<file path="src/rtl/partial_sum_accumulator.sv">
// partial_sum_accumulator: serially adds the lanes of each beat into a frame total using one ACC_WIDTH adder
module partial_sum_accumulator #(
  parameter int IN_WIDTH  = 9,
  parameter int LANES     = 8,
  parameter int ACC_WIDTH = 24
) (
  input  logic                      clk,
  input  logic                      rst_n,
  input  logic [IN_WIDTH*LANES-1:0] in_data,
  input  logic                      in_valid,
  input  logic                      in_last,
  output logic                      in_ready,
  output logic [ACC_WIDTH-1:0]      out_sum,
  output logic                      out_overflow,
  output logic                      out_valid,
  input  logic                      out_ready,
  output logic                      busy
);
  localparam int IDX_W = $clog2(LANES);
  localparam logic [1:0] S_IDLE   = 2'd0;
  localparam logic [1:0] S_REDUCE = 2'd1;
  localparam logic [1:0] S_DONE   = 2'd2;
  logic [1:0]                r_state;
  logic [IN_WIDTH*LANES-1:0] r_data;
  logic                      r_last;
  logic [IDX_W-1:0]          r_idx;
  logic [ACC_WIDTH-1:0]      r_acc;
  logic                      r_ovf;
  logic [IN_WIDTH-1:0]       w_lane;
  logic [ACC_WIDTH:0]        w_sum;
  assign w_lane       = r_data[r_idx*IN_WIDTH +: IN_WIDTH];
  assign w_sum        = {1'b0, r_acc} + (ACC_WIDTH+1)'(w_lane);
  assign in_ready     = r_state == S_IDLE;
  assign out_valid    = r_state == S_DONE;
  assign busy         = r_state != S_IDLE;
  assign out_sum      = r_acc;
  assign out_overflow = r_ovf;
  always_ff @(posedge clk or negedge rst_n) begin
    if (!rst_n) begin
      r_state <= S_IDLE;
      r_data  <= '0;
      r_last  <= 1'b0;
      r_idx   <= '0;
      r_acc   <= '0;
      r_ovf   <= 1'b0;
    end else begin
      case (r_state)
        S_IDLE: if (in_valid) begin
          r_data  <= in_data;
          r_last  <= in_last;
          r_idx   <= '0;
          r_state <= S_REDUCE;
        end
        S_REDUCE: begin
          r_acc <= w_sum[ACC_WIDTH-1:0];
          r_ovf <= r_ovf | w_sum[ACC_WIDTH];
          r_idx <= r_idx + 1'b1;
          if (r_idx == IDX_W'(LANES-1)) r_state <= r_last ? S_DONE : S_IDLE;
        end
        S_DONE: if (out_ready) begin
          r_acc   <= '0;
          r_ovf   <= 1'b0;
          r_state <= S_IDLE;
        end
        default: r_state <= S_IDLE;
      endcase
    end
  end
endmodule

</file>
<file path="config.mk">
export PLATFORM = sky130hd
export DESIGN_NAME = partial_sum_accumulator
export DESIGN_NICKNAME = d
export VERILOG_FILES = /design/src/rtl/partial_sum_accumulator.sv
export SDC_FILE = /design/constraint.sdc
export NUM_CORES = 1
export LEC_CHECK = 0
export ABC_AREA = 1
export BUFFER_PORTS_ARGS = -buffer_cell sky130_fd_sc_hd__buf_2
export CAP_MARGIN = 20
export CORE_MARGIN = 2
export CORE_UTILIZATION = 60
export DETAILED_ROUTE_END_ITERATION = 10
export GPL_TIMING_DRIVEN = 0
export PLACE_DENSITY = 0.85
export RECOVER_POWER = 25
export SKIP_CTS_REPAIR_TIMING = 1
export SLEW_MARGIN = 20
export SYNTH_ARGS = -nofsm -noshare
export SYNTH_HDL_FRONTEND = slang
export SYNTH_SLANG_ARGS = --single-unit
export TNS_END_PERCENT = 1
</file>
<file path="constraint.sdc">
create_clock -name clk -period 5.7 [get_ports clk]
set_input_delay 0.855 -clock clk [delete_from_list [all_inputs] [get_ports clk]]
set_output_delay 0.855 -clock clk [all_outputs]
set_load 0.02 [all_outputs]
</file>
# Word-level counts from Yosys, hierarchy flattened
# Cells that the tools add are included.
# totals
register_bits	103
latch_bits	0
mem_bits_rw	0
romBits	0
in_bits	77
word_cells	36
mem_count	0
# op_classes
n_addsub	2
mul	1
n_div	0
n_lt_le_gt_ge	0
n_eq_ne	6
n_shift	1
mux	11
bitwise_logic	1
reduce_logical	8
# op_table
operator	n
72-bit by 8-bit variable part select with 9-bit output	1
24-bit case mux with 2 select lines	1
24-bit by 9-bit adder with 25-bit output	1
24-bit two-way mux	1
2-bit two-way mux	4
3-bit by 4-bit multiplier with 7-bit output, second input constant	1
2-bit case mux with 3 select lines	1
3-bit case mux with 2 select lines	1
2-bit AND reduction	3
2-bit nonzero test	3
2-bit != test, second input constant	2
3-bit by 1-bit adder with 3-bit output, second input constant	1
3-bit equality test, second input constant	1
3-bit two-way mux	1
3-bit AND reduction	1
2-bit by 1-bit equality test with 1-bit output, second input constant	1
2-bit equality test, second input constant	1
2-bit logical NOT	1
2-bit by 1-bit != test with 1-bit output, second input constant	1
1-bit case mux with 2 select lines	1
1-bit two-way mux	1
1-bit OR	1

# Logic depth before layout (Yosys ltp)
# depth
depth_word	5
ltp_mapped	18
ltp_nobuf	17

# Worst setup path after synthesis
# No wires, ideal clock.
# synth_timing
path_type	register -> register
from	reg r_idx[1]
to	reg r_acc[16] (netlist: out_sum[16])
setup_ns	0.117
arrival_time_ns	2.309
slack_ns	3.273
path_stages_with_launch	17
n_path_buf	2
period_less_slack_ns	2.427
path_cell_list	dfrtp_1 > buf_2 > clkbuf_1 > o32ai_1 > nand2_1 > nand2_1 > ha_1 > inv_1 > fa_1 > inv_1 > nand3_1 > nand3_1 > nand2_1 > nand3_2 > nand3_1 > nand3_1 > nand2_1
# synth_between
elab_chain_len	4
# synth_rtl
element	line	text
start: declaration	26	logic [IDX_W-1:0] r_idx;
start signal: assignment	57	r_idx <= r_idx + 1'b1;
3-bit by 4-bit multiplier with 7-bit output	31	assign w_lane = r_data[r_idx*IN_WIDTH +: IN_WIDTH];
72-bit by 8-bit variable part select with 9-bit output	31	
24-bit by 9-bit adder with 25-bit output	32	assign w_sum = {1'b0, r_acc} + (ACC_WIDTH+1)'(w_lane);
24-bit case mux with 2 select lines	47	case (r_state)
end signal: assignment	55	r_acc <= w_sum[ACC_WIDTH-1:0];
end: declaration	27	logic [ACC_WIDTH-1:0] r_acc;
# No other way between the ends.
# A chain may end at the register's enable or synchronous reset.

# Final worst setup path
# layout_timing
from	reg r_idx[1]
to	reg r_acc[20] (netlist: out_sum[20])
# The elaborated chain is that of the path after synthesis.

==> flow_results.org <==
** Min path
- The tightest min-delay check is of the register to register type.
- End point of the worst hold path :: r_data[34]
- Startpoint of the most critical hold path :: r_data[34]
- The worst hold path was traced through 2 stages.

** Clock network
- Clock insertion delay at the later pin of the skew report :: approximately 370 ps
- For this design, the sink count on the clock tree is 103.
- In this run, CTS created clock tree buffers numbering 9.
- Number of buffers on the longest clock path :: 2
- The H-tree generated during clock tree synthesis spans 3 levels.
- Clock tree from TritonCTS :: done
- Clock-pin slew was measured on the worst setup and hold paths at ~90 ps.
- The cell sitting at the root of the clock tree is a sky130_fd_sc_hd__clkbuf_8.

** Pwr
- In this run, the combinational gates consume 55.7% of the power.
- In this run the power density over the cells is 648.1 mW/mm².
- Sequential cells burn 31.6% of the power.
- IR analysis of the VDD net gives a maximum drop of between 200 and 300 µV.
- Total net switching power :: 2.040 mW
- The internal portion of the total power is 2.204 mW.
- Net switching is about half of the power.
- Share of power burned in the clock network :: between 10% and 20%
- Pleak :: around 3.6 nW

** Detailed routing
- The routed layout has 5506 vias.
- Met3 wire len :: 874 µm
- Detailed-routing iteration count for the pre-antenna-repair pass :: 5
- Via-per-instance ratio :: 5.425
- Routed WL :: 14.72 mm
- After detailed routing, the number of remaining DRC violations is 0.
- Met2 wire len :: 7.136 mm
- DR WL/cell :: ~15 µm
- After detailed routing, the wire length on met1 is 6.344 mm.
- Routed signal wires occupy layers up through met4.
- Once detail routing completed, the nets flagged for antenna violations numbered 0.
- For this block, the initial DRC count from the detailed router was roughly 380.

** Synth
- Top-area cell type share of the netlist area :: 45.54%
- For this run, asynchronously set or reset flops after synthesis account for 100.0%.
- Distinct cell type count after synthesis :: 36
- After synthesis, the cell types taking the most area are sky130_fd_sc_hd__dfrtp_1 46%, sky130_fd_sc_hd__nand2_1 25%, sky130_fd_sc_hd__nor2_1 5.2%.
- For this run, the number of Yosys warnings is 0.
- Counting every net in the synthesized netlist gives 873.
- The share of the Yosys chip area taken by registers is 45.54%.
- Most frequent cells after synthesis :: 375 x sky130_fd_sc_hd__nand2_1, 103 x sky130_fd_sc_hd__dfrtp_1, 79 x sky130_fd_sc_hd__nor2_1
- sky130_fd_sc_hd__dfrtp_1 takes more of the synthesized area than any other cell.
- #FFs+latches synth :: 103
- Total standard cell area after synthesis :: 0.005659 mm²
- Counting flops with a built-in enable in the synthesized netlist gives 0.
- A synthesized cell averages 7.218 µm².
- Dominant register cell in the synthesized netlist :: sky130_fd_sc_hd__dfrtp_1
- Mapped Cells :: 784
- Yosys instantiated no cell more often than sky130_fd_sc_hd__nand2_1.

** Place
- # port buffers :: ~100
- Routability congestion estimate :: around 0.94
- HPWL after detailed placement :: 11.36 mm

** Die
- Standard-cell rows :: 35
- Die Outline Area :: 0.01023 mm²
- Floorplan die width :: 101.1 µm
- Height of the die :: slightly above 100 µm
- The total area inside the core boundary comes to 0.009196 mm².
- Boundary Pins :: between 100 and 150
- Effective utilization at floorplan :: 61.54%

** Cells and area
- Storage cell area :: 0.002577 mm²
- Once layout is complete, the utilization of the core stands at 71.21%.
- For this run, the post-layout net count is 989.
- In the final layout, the multi-input gates occupy 0.002636 mm².
- Area added between synthesis and finish :: 15.72%
- Layout cell share with drive strength beyond 1 :: 18.36%
- Final-layout fill cell count :: 786
- The number of antenna diodes in the final layout is 0.

** Timing
- Final count of negative-setup-slack endpoints :: 0
- The tightest hold path in the finished design has a slack of 491.7 ps.
- Clock skew on the completed layout was measured at 14.63 ps.
- The final hold violation count was 0.
- Headroom to the max-slew limit came out at -34.66%.
- The routed design could run at a clock period as short as 3234 ps.
- Adding up every negative setup slack in the final design gives 0 ps.
- At the pin with the least slew margin, the transition time is about 2000 ps.
- Tcrit/Tclk final :: a little under three fifths
- Based on the critical path, the design can be clocked at up to ~310 MHz.
- Slew Viols, Final :: 85
- Setup repair after global routing left no endpoint under its margin.

** Worst setup path
- The setup path with the least slack is of type register to register.
- Walking the worst path, the cells encountered are buf_2 -> clkbuf_1 -> o21ai_0 -> o32ai_1 -> nand2_1 -> nand2_1 -> ha_1 -> inv_1 -> fa_1 -> inv_1 -> nand3_1 -> nand3_1 -> nand2_1 -> nand3_2 -> nand3_1 -> nand3_1 -> nand2_1.
- Endpoint arrival time on the critical path :: between 3000 and 4000 ps
- Minimum setup slack among reg-to-reg paths :: 2470 ps
- STA puts the critical path data required time at 5960 ps.
- Slowest stage cell, crit path :: sky130_fd_sc_hd__fa_1
- Startpoint kind of the worst setup timing path :: register
- In this design, the stage delay of the slowest critical-path cell is 370 ps.
- Top fanout value on the critical path :: 10
- RR Startpoint :: r_idx[1]
- Crit path max-delay family :: simple AND/OR/NAND/NOR gates
- In this run the critical register-to-register path is captured at out_sum[20].
- Number of cells on the worst reg-to-reg path :: 17
- STA classifies the critical path endpoint as a register.
- Sum of buffers and inverters on the critical path :: 4

** Status
- Status :: finished, violations left
- The final reports fail on max-capacitance violations, max-slew violations.

** Global route
- Largest net degree at the start of global routing :: 85
- Global Route Usage Sum :: 30.47%
- Summed over all layers, the global routing overflow is 0.
- Antenna violations before repair :: 0
- The first global-routing pass estimated 24.51 mm of wire.
- The via count of the first global-routing pass is between 5000 and 6000.

** Flow run
- Reported max-cap violation count :: 1
-- cell families (layout without fill, tap and decap cells) --
kind of cell               count (synthesis)  after routing  share of synthesized area [%]
adders and majority gates                 12             12                          2.786
AOI/OAI and AO/OA                         66             66                          7.783
DFF                                      103            103                          45.54
and+or+nand+nor                          513            513                          36.02
buffers and inverters                     90            210                          7.871
-- flip-flops by register name, indices dropped and copies added, names as in the netlist --
register,count
r_idx,3
r_last,1
out_sum,24
r_data,72
r_state,2
out_overflow,1
-- worst max-delay path by stage --
stage | slack (ps) | end | from | depth (start not counted)
floorplan | 3270 | out_sum[16] | r_idx[1] | 16
global placement | 2610 | out_overflow | r_idx[1] | 18
detailed placement | 2570 | out_overflow | r_idx[1] | 18
CTS | 2480 | out_overflow | r_idx[1] | 18
global route | 1950 | r_data[63] | rst_n | 2
finish | 2470 | out_sum[20] | r_idx[1] | 17
-- tightest hold or removal path: stages, from the launching register on --
cell,delay (ps)
sky130_fd_sc_hd__dfrtp_1,350
sky130_fd_sc_hd__nand2_1,60
sky130_fd_sc_hd__nand2_1,50
-- cells in the final DEF, fill, tap and decap left out, drive strengths merged --
master	instances
a21oi	6
a22o	3
a32o	1
and2	1
buf	129
bufinv	3
clkbuf	20
clkinv	3
dfrtp	103
fa	1
ha	11
inv	55
nand2	381
nand3	37
nor2	84
nor3	7
o21a	1
o21ai	34
o21bai	1
o22ai	2
o32ai	18
or2	3
-- per-layer routing --
layer  track usage [%]  up-vias
li1                  -     2687
met5                 0        -
met1             41.08     2562
met2             50.64      218
met3             4.716       39
met4             10.19        0
-- area by class of cell --
type / count / area share [%]
repair buffers: 105 / 8.005
plain buffers: 33 / 3.515
inverters: 57 / 3.286
well taps: 111 / 2.121
clock buffers: 11 / 2.006
multi-input cells: 591 / 40.26
clock inverters: 4 / 1.452
flip-flops and latches: 103 / 39.36
-- power groups by stage --
stage                     Clock [mW]  Sequential [mW]  Combinational, mW
after floorplan                    0             1.34               1.67
after global placement             0             1.33               2.25
after detailed placement           0             1.34               2.34
after CTS                      0.543             1.33               2.36
after global routing           0.569             1.38               2.68
final                          0.536             1.34               2.37
-- through the flow --
stage,power (mW),worst slack [ps],cells,area (µm²)
3_3_place_gp,3.577,2612,999,6319
5_1_grt,4.634,1949,1015,6549
6_report,4.244,2466,1015,6549
3_5_place_dp,3.678,2572,1000,6352
2_1_floorplan,3.007,3273,784,5659
4_1_cts,4.231,2484,1015,6579
Power figures use the tool's default switching activity.
